--- src/rtl/i2s_rx.sv ---
// rtl/i2s_rx.sv - I2S receiver: synchronised bit sampling, frame lock FSM, valid/ready output with sticky errors
// Standard I2S (one-bit delay) framing; every output is registered.
module i2s_rx #(
  parameter int DW          = 16,
  parameter int SYNC_STAGES = 2
) (
  input  logic            clk_i,
  input  logic            rst_i,
  input  logic            aud_bclk_i,
  input  logic            aud_lrclk_i,
  input  logic            aud_sda_i,
  output logic [2*DW-1:0] sample_o,
  output logic            valid_o,
  input  logic            ready_i,
  output logic            locked_o,
  output logic            overrun_o,
  output logic            frame_err_o,
  input  logic            clr_err_i
);

  localparam int CW = $clog2(DW + 2);

  typedef enum logic [1:0] {HUNT, LEFT, RIGHT} state_t;

  state_t                 state;
  logic [SYNC_STAGES-1:0] bclk_sync;
  logic [SYNC_STAGES-1:0] lr_sync;
  logic [SYNC_STAGES-1:0] sda_sync;
  logic                   bclk_d;
  logic                   lr_prev;
  logic [DW-1:0]          shreg;
  logic [DW-1:0]          left_word;
  logic [CW-1:0]          cnt;

  logic          bit_evt;
  logic          lr_s;
  logic          sda_s;
  logic          boundary;
  logic          word_ok;
  logic          frame_done;
  logic          err_evt;
  logic          drop;
  logic [CW-1:0] cnt_inc;
  logic [DW-1:0] shreg_nxt;

  assign bit_evt    = bclk_sync[SYNC_STAGES-1] & ~bclk_d;
  assign lr_s       = lr_sync[SYNC_STAGES-1];
  assign sda_s      = sda_sync[SYNC_STAGES-1];
  assign shreg_nxt  = {shreg[DW-2:0], sda_s};
  assign cnt_inc    = (cnt == CW'(DW + 1)) ? cnt : cnt + 1'b1;
  // Bit count includes the boundary bit, which is the LSB of the word just ending.
  assign boundary   = bit_evt & (lr_s != lr_prev);
  assign word_ok    = (cnt_inc == CW'(DW));
  assign frame_done = boundary & (state == RIGHT) & ~lr_s & word_ok;
  assign err_evt    = boundary & (state != HUNT) & ~word_ok;
  assign drop       = valid_o & ~ready_i;

  always_ff @(posedge clk_i or posedge rst_i) begin
    if (rst_i) begin
      bclk_sync <= '0;
      lr_sync   <= '0;
      sda_sync  <= '0;
      bclk_d    <= 1'b0;
      lr_prev   <= 1'b0;
      shreg     <= '0;
      cnt       <= '0;
    end else begin
      bclk_sync <= {bclk_sync[SYNC_STAGES-2:0], aud_bclk_i};
      lr_sync   <= {lr_sync[SYNC_STAGES-2:0], aud_lrclk_i};
      sda_sync  <= {sda_sync[SYNC_STAGES-2:0], aud_sda_i};
      bclk_d    <= bclk_sync[SYNC_STAGES-1];
      if (bit_evt) begin
        lr_prev <= lr_s;
        shreg   <= shreg_nxt;
        cnt     <= boundary ? '0 : cnt_inc;
      end
    end
  end

  always_ff @(posedge clk_i or posedge rst_i) begin
    if (rst_i) begin
      state     <= HUNT;
      locked_o  <= 1'b0;
      left_word <= '0;
    end else if (boundary) begin
      case (state)
        HUNT: begin
          if (!lr_s) begin
            state    <= LEFT;
            locked_o <= 1'b1;
          end
        end
        LEFT: begin
          if (word_ok) begin
            left_word <= shreg_nxt;
            state     <= RIGHT;
          end else begin
            state    <= HUNT;
            locked_o <= 1'b0;
          end
        end
        // A short/long right word still ends on a 1->0 edge, so resync lands straight back in LEFT.
        RIGHT: begin
          state    <= LEFT;
          locked_o <= 1'b1;
        end
        default: begin
          state    <= HUNT;
          locked_o <= 1'b0;
        end
      endcase
    end
  end

  always_ff @(posedge clk_i or posedge rst_i) begin
    if (rst_i) begin
      sample_o    <= '0;
      valid_o     <= 1'b0;
      overrun_o   <= 1'b0;
      frame_err_o <= 1'b0;
    end else begin
      if (frame_done && !drop) begin
        sample_o <= {left_word, shreg_nxt};
        valid_o  <= 1'b1;
      end else if (valid_o && ready_i) begin
        valid_o <= 1'b0;
      end
      if (frame_done && drop)
        overrun_o <= 1'b1;
      else if (clr_err_i)
        overrun_o <= 1'b0;
      if (err_evt)
        frame_err_o <= 1'b1;
      else if (clr_err_i)
        frame_err_o <= 1'b0;
    end
  end

endmodule

--- config.mk ---
export PLATFORM = sky130hd
export DESIGN_NAME = i2s_rx
export DESIGN_NICKNAME = d
export VERILOG_FILES = /design/src/rtl/i2s_rx.sv
export SDC_FILE = /design/constraint.sdc
export NUM_CORES = 1
export LEC_CHECK = 0
export ABC_AREA = 1
export CORE_MARGIN = 5
export CORE_UTILIZATION = 41
export DETAILED_ROUTE_END_ITERATION = 10
export GPL_TIMING_DRIVEN = 0
export HOLD_SLACK_MARGIN = 0.12
export PLACE_DENSITY = 0.65
export SLEW_MARGIN = 25
export SYNTH_ARGS = -nofsm -noshare
export SYNTH_HDL_FRONTEND = slang
export SYNTH_SLANG_ARGS = --single-unit
--- constraint.sdc ---
create_clock -name clk_i -period 6.7 [get_ports clk_i]
set_input_delay 2.01 -clock clk_i [delete_from_list [all_inputs] [get_ports clk_i]]
set_output_delay 2.01 -clock clk_i [all_outputs]
set_load 0.02 [all_outputs]
==> reports/metrics.cfg, run 1 <==
[clock_network]
clock-sinks=82
clk_pin_slew_ps=80
clk_latency_ps=350
htree_num_levels=3
post_cts_buffers=0
cts_tree=built
hold_buffers=0
cts_buffer_depth=2
cts_resized=0
cts_made_buffers=9
root_buffer=clkbuf_8

[finish]
layout_common_cells=nand2_1, dfrtp_1, nand4_1
fin_util_pct=51.53
nNetsFinal=435
fin_cells=536
design_area_um2=4213
final_common_cell=nand2_1
area_delta_synth_final_pct=22.66
drive_gt1_share_pct=9.049
num_antenna_cells=0

[logic_synthesis]
yosys_warnings=0
ys_types=22
synth.avg_cell_area_um2=9.233
yosysSeqAreaShare_pct=59.74
synth-seq-cells=82
postSynthNetCount=381
synth_area_um2=3435
synthCells=372

[placement]
gp_congestion=0.7808
port-buffer-count=42
hpwl_mm=5.028
place_area_um2=4009
dp_slack_ps=3220
placed_cells=520

[critical_path]
rr_endpoint=sample_o[9]
cp_slowest_cell=clkdlybuf4s50_1
cp.required_ps=4690
path_max_fanout=2
crit_family=buffers and inverters
cp.depth=1
reg2reg_slack_ps=4670
start_kind=register
crit_path_max_incr_delay_ps=610
r2r_cells=12
worstPathCellList=clkdlybuf4s50_1
cp_num_buf_inv=1
arrival_ps=1340
critPathKind=reg2out
cp-end-kind=output port
r2r_start=cnt[0]

[route]
drt_iter0_markers=133
postRouteAntennaNets=0
vias_per_cell=5.013
drt-pass1-iter-count=4
routed_wirelength_mm=7.144
drc_errors=0
vias=2687
wire_per_inst_um=13.33

[timing]
fin_ws_ps=3355
tightest_slew_ps=744.4
slew_viol_final=0
slew-limit-headroom_pct=50.19
finalSetupTns_ps=0
fin_crit_sh_pct=49.93
fmax_ghz=0.2989
fin_skew_ps=10.67
rsz0062_at_grt=no
setup_viol=0
fin_crit_ps=3345
hold_viol=0

[global_route]
grt_pass1_vias=2569
grt_max_degree=46
grt_overflow=0
grt_usage_pct=15.14
antenna_found_initial=0
grt_pass1_wl_mm=12.40

[worst_hold_path]
hold_path_depth=0
min_from=bclk_sync[0]
min_to=bclk_sync[1]
holdCritPathClass=reg2reg

[die]
ioPinCount=43
fp.coreArea_um2=8175
fp.dieW_um=101.5
num_rows=33
dieArea_um2=10310
fp.dieH_um=101.5
start_util_pct=42.01

[status]
status=finished clean

[pwr]
irDropWorstVdd_mv=0.1399
power.density_nw_per_um2=257.6
power_leakage_uw=0.002162

[job]
drv_cap=0

power by group:
part           internal, µW  switching, µW
sequential              530           41.2
combinational          46.5           97.1
clock                   185            185
stage by stage:
stage	power (µW)	hold WS [ps]
finish	1085	351.5
global route	1139	360.9
CTS	1092	354.2
detailed placement	722.4	338.1
global placement	714.7	333.2
floorplan	674.7	331.2
registers in the layout, indices dropped and copies added, names as in the netlist, 2 cells and up:
| register | flops |
|---|---|
| bclk_sync | 2 |
| cnt | 5 |
| left_word | 16 |
| lr_sync | 2 |
| sample_o | 32 |
| sda_sync | 2 |
| shreg | 15 |
| state | 2 |
final cells by class:
cell class / count / area, µm²
Tap cell: 105 / 131.4
Clock inverter: 5 / 62.56
Clock buffer: 11 / 141.4
Sequential cell: 82 / 2052
Multi-Input combinational cell: 250 / 1179
Inverter: 20 / 77.57
Buffer: 20 / 128.9
Fill cell: 777 / 3963
Timing Repair Buffer: 43 / 440.4
Yosys cell counts (all sizes together):
master / count / area, µm²
buf: 13 / 102.6
clkbuf: 7 / 26.28
clkinv: 1 / 3.750
dfrtp: 82 / 2052
ha: 2 / 25.02
inv: 19 / 71.31
nand2: 167 / 631.9
nand3: 11 / 85.08
nand4: 50 / 312.8
nor2: 6 / 32.53
nor3: 1 / 16.27
o21ai: 7 / 35.03
o22ai: 5 / 31.28
xor2: 1 / 8.760
cells by family (layout without fill, tap and decap cells):
logic type	after synthesis	in the layout	synth area share [%]
buffers and inverters	40	99	5.938
AND/OR/NAND/NOR	235	235	31.40
adder cells (fa/ha/maj)	2	2	0.7285
XOR/XNOR	1	1	0.2551
flip-flops	82	82	59.75
AO/OA/AOI/OAI	12	12	1.931
routing by layer:
| metal | up-vias | track usage [%] | part of all wire, % |
|---|---|---|---|
| met1 | 1286 | 22.30 | 50 |
| met2 | 64 | 21.63 | 43 |
| met5 | - | 0 | 0 |
| li1 | 1331 | - | - |
| met3 | 6 | 4.063 | 6.0 |
| met4 | 0 | 5.215 | 1.3 |
worst max path at each step:
stage | from | to | slack, ps
finish | valid_o | valid_o | 3350
global route | sample_o[0] | sample_o[0] | 3290
CTS | valid_o | valid_o | 3330
detailed placement | ready_i | sample_o[6] | 3220
global placement | rst_i | sample_o[19] | 1290
floorplan | rst_i | bclk_d | 2580
(Power assumes the default switching activity.)
==> run 2: changes to the inputs <==
==> constraint.sdc (replaced) <==
create_clock -name clk_i -period 3.44 [get_ports clk_i]
set_input_delay 1.032 -clock clk_i [delete_from_list [all_inputs] [get_ports clk_i]]
set_output_delay 1.032 -clock clk_i [all_outputs]
set_load 0.02 [all_outputs]
==> results of run 2 <==
The final DEF is identical to that of run 1. Status: finished clean.
Main changes from that run: setup slack after placement 3220 ps -> 938.5 ps; setup slack after layout 3355 ps -> 1073 ps; register-to-register setup slack 4670 ps -> 1410 ps; total power 1085 µW -> 2113 µW; worst IR drop on VDD 0.1399 mV -> 0.2725 mV
==> run 3: changes to the inputs <==
==> constraint.sdc (replaced) <==
create_clock -name clk_i -period 2.2 [get_ports clk_i]
set_input_delay 0.66 -clock clk_i [delete_from_list [all_inputs] [get_ports clk_i]]
set_output_delay 0.66 -clock clk_i [all_outputs]
set_load 0.02 [all_outputs]
==> reports/metrics.cfg, run 3 (same netlist as run 1, synthesis figures left out) <==
[worst_hold_path]
holdCritPathClass=reg2reg
min_from=bclk_sync[0]

[finish]
area_delta_synth_final_pct=22.37
largest_register=sample_o
drive_gt1_share_pct=9.028
num_antenna_cells=0
layout_common_cells=nand2_1, dfrtp_1, nand4_1
design_area_um2=4203
final_common_cell=nand2_1
nNetsFinal=436
largest_register_ffs=32
top_regs=sample_o (32), left_word (16), shreg (15)

[critical_path]
cp-endpoint=left_word[0]
cp-end-kind=register
startpoint=cnt[0]
path_max_fanout=10
path_common_cell=nand2_1
cp.required_ps=2440
arrival_ps=2250
reg2reg_slack_ps=190
worstPathCellList=ha_1 -> nand2_1 -> inv_1 -> nand2_2 -> nand2_1 -> nand2_1 -> nand3_2 -> nor2_4 -> nand3_4 -> buf_6 -> nand2_1 -> nand2_1
cp_slowest_cell=dfrtp_1
r2r_cells=12
rr_endpoint=left_word[0]
critPathKind=reg2reg
start_kind=register
crit_path_max_incr_delay_ps=460
r2r_start=cnt[0]

[clock_network]
htree_num_levels=3
post_cts_buffers=0
cts_resized=0
root_buffer=clkbuf_8
cts_buffer_depth=2
clk_latency_ps=350
cts_tree=built
clock-sinks=82
clk_pin_slew_ps=80
cts_made_buffers=9
hold_buffers=0

[die]
ioPinCount=43
fp.dieW_um=101.5
fp.coreArea_um2=8175
start_util_pct=42.01
dieArea_um2=10310
num_rows=33
fp.dieH_um=101.5

[route]
drt_iter0_markers=128
wire_per_inst_um=13.34
drc_errors=0
postRouteAntennaNets=0
drt-pass1-iter-count=4
routed_wirelength_mm=7.166
vias=2676
vias_per_cell=4.983

[pwr]
power_leakage_uw=0.002149
power.density_nw_per_um2=751.8
irDropWorstVdd_mv=0.4681

[global_route]
grt_usage_pct=15.26
antenna_found_initial=0
grt_max_degree=32
grt_pass1_vias=2636
grt_overflow=0
grt_pass1_wl_mm=12.47

[status]
status=finished clean

[job]
drv_cap=0

[timing]
tightest_slew_ps=728.7
fin_hold_ws_ps=352.0
setup_viol=0
slew-limit-headroom_pct=51.24
rsz0062_at_grt=no
finalSetupTns_ps=0
hold_viol=0
fin_crit_sh_pct=91.56
fin_skew_ps=8.401
fmax_ghz=0.4965
slew_viol_final=0
fin_crit_ps=2014

[placement]
hpwl_mm=5.038
port-buffer-count=42
gp_congestion=0.7589
place_area_um2=4030

==> run 3: changes by cell type in the layout (fill, tap and decap cells not counted), sizes merged <==
cell	previous run	this run
inv	20	18
clkbuf	18	19
bufinv	1	0
buf	14	15
clkinvlp	2	4
==> run 3: layout make-up <==
type / instances / area, µm²
plain buffers: 20 / 128.9
clock buffers: 12 / 145.1
inverters: 20 / 78.83
multi-input cells: 250 / 1179
clock inverters: 4 / 27.53
repair buffers: 44 / 460.4
fillers: 775 / 3973
well taps: 105 / 131.4
flip-flops and latches: 82 / 2052
==> run 3: stage by stage <==
stage          power (µW)  setup slack (ps)  cells  utilization, %
3_5_place_dp         2209             41.90    521           49.30
6_report             3159             185.7    537           51.41
4_1_cts              3182             193.9    537           51.41
5_1_grt              3319             20.48    537           51.41
2_1_floorplan        2055             500.2    372               -
3_3_place_gp         2180            -312.0    519           48.81
==> run 3: routing by layer <==
metal	up-vias	global-route usage, %	share of wire (%)
met2	69	21.93	43
met4	0	6.748	1.6
met3	8	2.410	4.2
met1	1259	22.77	51
li1	1340	-	-
met5	-	0	0
==> run 3: critical path, delay by kind of cell (launching register included) <==
kind | cells | cell delay [ps]
fa+ha+maj | 1 | 230
buf+inv | 2 | 260
flops | 1 | 460
simple gates | 9 | 960
==> run 3: how the worst min path moves through the flow <==
stage,end,slack [ps],depth (start not counted)
2_1_floorplan,bclk_sync[1],330,0
3_3_place_gp,sda_sync[1],330,0
3_5_place_dp,bclk_sync[1],340,0
4_1_cts,bclk_sync[1],360,0
5_1_grt,bclk_sync[1],360,0
6_report,bclk_sync[1],350,0
==> run 3: where the power goes <==
group	switching, µW	internal (µW)	total [µW]
sequential	129	1620	1740
combinational	294	145	439
clock	536	440	976
